===== src/rtl/grey_mod_n.sv =====
// grey_mod_n: cyclic Gray counter of even modulus with divided clock, wrap strobe and post-reset stretch
module grey_mod_n #(
  parameter int MOD = 10,
  parameter int HIGH = 5,
  parameter int STRETCH = 8,
  localparam int W = $clog2(MOD)
) (
  input  logic         i_clk,
  input  logic         i_rst_n,
  input  logic         i_en,
  input  logic         i_dir,
  input  logic         i_clr,
  output logic [W-1:0] o_cnt,
  output logic [W-1:0] o_idx,
  output logic         o_clk_div,
  output logic         o_wrap,
  output logic         o_ready
);
  localparam int SW = $clog2(STRETCH + 1);
  localparam logic [W-1:0] BASE = W'(((1 << W) - MOD) / 2);
  localparam logic [W-1:0] LAST = W'(MOD - 1);
  localparam logic [W-1:0] HIGH_W = W'(HIGH);
  typedef enum logic {ST_HOLD, ST_RUN} state_t;
  state_t state, state_nx;
  logic [SW-1:0] stretch, stretch_nx;
  logic [W-1:0] idx_nx, bin_nx;
  logic last_hit, wrap_nx;
  // The code set is centred in the 2^W Gray space so the first and last codes differ only in the MSB.
  assign last_hit = i_dir ? o_idx == '0 : o_idx == LAST;
  assign idx_nx = state != ST_RUN ? o_idx :
                  i_clr ? '0 :
                  !i_en ? o_idx :
                  last_hit ? (i_dir ? LAST : '0) :
                  i_dir ? o_idx - 1'b1 : o_idx + 1'b1;
  assign wrap_nx = state == ST_RUN && !i_clr && i_en && last_hit;
  assign bin_nx = idx_nx + BASE;
  assign o_ready = state == ST_RUN;
  always_comb begin
    state_nx = state;
    stretch_nx = stretch;
    if (state == ST_HOLD) begin
      stretch_nx = stretch - 1'b1;
      state_nx = stretch == SW'(1) ? ST_RUN : ST_HOLD;
    end
  end
  always_ff @(posedge i_clk or negedge i_rst_n) begin
    if (!i_rst_n) begin
      state <= ST_HOLD;
      stretch <= SW'(STRETCH);
      o_idx <= '0;
      o_cnt <= BASE ^ (BASE >> 1);
      o_clk_div <= 1'b1;
      o_wrap <= 1'b0;
    end else begin
      state <= state_nx;
      stretch <= stretch_nx;
      o_idx <= idx_nx;
      o_cnt <= bin_nx ^ (bin_nx >> 1);
      o_clk_div <= idx_nx < HIGH_W;
      o_wrap <= wrap_nx;
    end
  end
endmodule


===== config.mk =====
export PLATFORM = sky130hd
export DESIGN_NAME = grey_mod_n
export DESIGN_NICKNAME = d
export VERILOG_FILES = /design/src/rtl/grey_mod_n.sv
export SDC_FILE = /design/constraint.sdc
export NUM_CORES = 1
export LEC_CHECK = 0
export ABC_AREA = 1
export CAP_MARGIN = 5
export CELL_PAD_IN_SITES_DETAIL_PLACEMENT = 1
export CELL_PAD_IN_SITES_GLOBAL_PLACEMENT = 2
export CORE_MARGIN = 2
export CORE_UTILIZATION = 33
export DETAILED_ROUTE_END_ITERATION = 12
export PLACE_DENSITY = 0.83
export SLEW_MARGIN = 20
export SYNTH_ARGS = -nofsm -noshare
export SYNTH_HDL_FRONTEND = slang
export SYNTH_SLANG_ARGS = --single-unit
export TNS_END_PERCENT = 5

===== constraint.sdc =====
create_clock -name i_clk -period 3.3 [get_ports i_clk]
set_clock_uncertainty 0.1 [all_clocks]
set_input_delay 0.66 -clock i_clk [delete_from_list [all_inputs] [get_ports i_clk]]
set_output_delay 0.66 -clock i_clk [all_outputs]
set_load 0.005 [all_outputs]

==> results.md <==
- FMAX: around 390 MHz
- Sink Count: 15
- Die X: 55.7 um
- Setup TNS: 0 ns
- Clk buf depth: 2
- TritonCTS Buffers: 3
- Final setup violation count: 0
- Post-synth EDFFs: 0
- Rel. slew slack: 55.0%
- Top Layer Used: met4
- Met2 WL: 956 um
- Io pins: 16
- Worst VDD drop: 299 uV
- H-tree levels: 1
- Syn Inst Count: 97
- TritonCTS clock tree: done
- Hold-fix buffers at CTS: 0
- Synthesis-to-layout area growth: 24.3%
- Status: finished clean
- Mapped Avg Cell Area: 9.08 um2
- Number of I/O port buffers: 15
- Clock root cell: clkbuf_4
- Syn nets: 108
- Synth cell types: 23
- Critical Path AT: 2.66 ns
- Routed vias: between 700 and 800
- Resized cells post-CTS: 0
- Initial DRC count: 13
- Share of cells above drive strength 1: 19.0%
- Vias in the first global route: 764
- GR Util All Layers: a little over an eighth
- Metal3 WL: 70 um
- Global-route wire length before repair: 3.28 mm
- R2r endpoint: o_cnt[2]
- Chip height: 55.7 um
- FF-to-FF Start: o_idx[0]
- Hold path startpoint: stretch[1]
- Detailed Place HPWL: 1.56 mm
- Post-Layout Inst Area: around 0.0011 mm2
- Number of vias per cell: 4.82
- Hold Vio Cnt, Final: 0
- Routed len/inst: roughly 13 um
- Startpoint Class: primary input
- Sequential-to-total area share from yosys stat: 43.0%
- YS warnings: 0
- Number of synthesized register bits: 15
- Layout net count: 128
- Synth Cell Area: between 800 and 900 um2
- Largest net degree at the start of global routing: 16
- Reg2reg setup slack: between 1 and 1.5 ns
- GR Overflow Total: 0
- Initial antenna violation count: 0
- Area share of the largest cell type after synthesis: 34.1%
- Leakage power: 0.535 nW
- Diode count: 0
- Pwr Density: 663 mW/mm2
- RSZ-0062 raised after global routing: false
- Initial Utilization: 35.2%
- Top-count cell post-synth: nand2_1
- R2R depth: 11
- DRT antenna net count: 0
- Post-layout minimum cycle time: approximately 2.6 ns
- Gpl congestion: 0.748
- Placed Instance Area: 0.00107 mm2
- Critical path type: in -> reg
- M1 WL: 815 um
- Synth async-reset ratio: 100%
- Commonest register cell after synthesis: dfrtp_1
- Period Utilization, post-route: approximately 80%
- Synth area leaders: dfrtp_1 (34%), dfstp_2 (8.9%), nand2_1 (7.7%)
- Max_cap viols: 0
- Postcts setup bufs: 0
- Hold crit path type: reg -> reg
- Core Area: 0.00250 mm2
- Crit. End Element: register
- Most frequent cells after synthesis: nand2_1 (18), inv_1 (14), dfrtp_1 (12)
- Worst skew pair latency: 0.28 ns
- DRC Markers: 0
- Reg clk slew, reported paths: 0.08 ns
- Routed wire length: roughly 1.9 mm
- Row Count: 18
- Fin util: a little over two fifths
- Worst EP required: 3.38 ns
- Worst-margin pin slew: 0.672 ns
- Die Area: 0.00310 mm2
- Crit-path max FO: 6
- Worst Hold Depth: 2
- Slew Viols, Final: 0
- Hold Crit Endpoint: stretch[1]
- Iteration count of the initial detailed-routing pass: 4
- Largest area contributor in the netlist: dfrtp_1
[report_power, final]
part / switching (W) / total (W) / internal (W) / leakage (nW)
sequential: 0.0000289 / 0.000265 / 0.000236 / 0.185
clock: 0.0000559 / 0.000103 / 0.0000470 / 0.0150
combinational: 0.000188 / 0.000359 / 0.000171 / 0.335
[cell families (layout without fill, tap and decap cells)]
logic type | after synthesis | after routing | share of synthesized area, %
AND/OR/NAND/NOR | 47 | 47 | 28.7
buffers and inverters | 16 | 35 | 6.82
flip-flops | 15 | 15 | 43.0
AO/OA/AOI/OAI | 7 | 7 | 6.11
adder cells (fa/ha/maj) | 6 | 6 | 9.38
XOR/XNOR | 6 | 6 | 5.97
[through the flow]
step           setup slack (ns)  total power (W)  std cells  hold WS, ns
6_report                  0.718         0.000726        146        0.414
5_1_grt                   0.625         0.000787        146        0.446
4_1_cts                   0.704         0.000743        146        0.420
3_5_place_dp              0.384         0.000636        142        0.400
3_3_place_gp              0.475         0.000620        142        0.395
2_1_floorplan              1.13         0.000483         97        0.264
[registers in the layout, indices dropped and copies added (netlist names)]
| name | count |
|---|---|
| o_idx | 4 |
| o_wrap | 1 |
| o_cnt | 4 |
| o_ready | 1 |
| stretch | 4 |
| o_clk_div | 1 |
[per-layer routing]
layer	GRT usage [%]	vias up
met5	0	-
met4	4.18	0
met3	4.65	3
met2	23.6	10
met1	15.6	347
li1	-	344
[cells in the final DEF (no fill, tap or decap), drive strengths merged]
| cell | netlist | routed |
|---|---|---|
| a21oi | 4 | 4 |
| clkbuf | 0 | 4 |
| clkdlybuf4s50 | 0 | 15 |
| dfrtp | 12 | 12 |
| dfstp | 3 | 3 |
| fa | 1 | 1 |
| ha | 5 | 5 |
| inv | 16 | 16 |
| nand2 | 26 | 26 |
| nand3 | 13 | 13 |
| nand4 | 1 | 1 |
| nor2 | 6 | 6 |
| nor4 | 1 | 1 |
| o21ai | 3 | 3 |
| xnor2 | 2 | 2 |
| xor2 | 4 | 4 |
[critical path: stages]
cell	delay, ns
clkdlybuf4s50_1	0.53
fa_1	0.57
nand3_1	0.14
nand2_1	0.11
inv_1	0.05
ha_1	0.19
inv_1	0.08
nand2_1	0.07
nand2_2	0.09
inv_1	0.05
nand3_1	0.07
nand2_1	0.05
[final cells by class]
cell class | count | area (um2)
clock buffers | 4 | 26.3
fillers | 312 | 1410
inverters | 16 | 60.1
multi-input cells | 66 | 442
flip-flops and latches | 15 | 379
well taps | 30 | 37.5
repair buffers | 15 | 150
[how the worst max path moves through the flow]
stage	end	slack, ns	depth (start not counted)	startpoint
after floorplan	o_cnt[2]	1.13	11	i_dir
after global placement	o_cnt[2]	0.48	12	i_dir
after detailed placement	o_cnt[2]	0.38	12	i_dir
after CTS	o_cnt[2]	0.70	12	i_dir
after global routing	o_cnt[2]	0.63	12	i_dir
final	o_cnt[2]	0.72	12	i_dir
(Power assumes the default switching activity.)
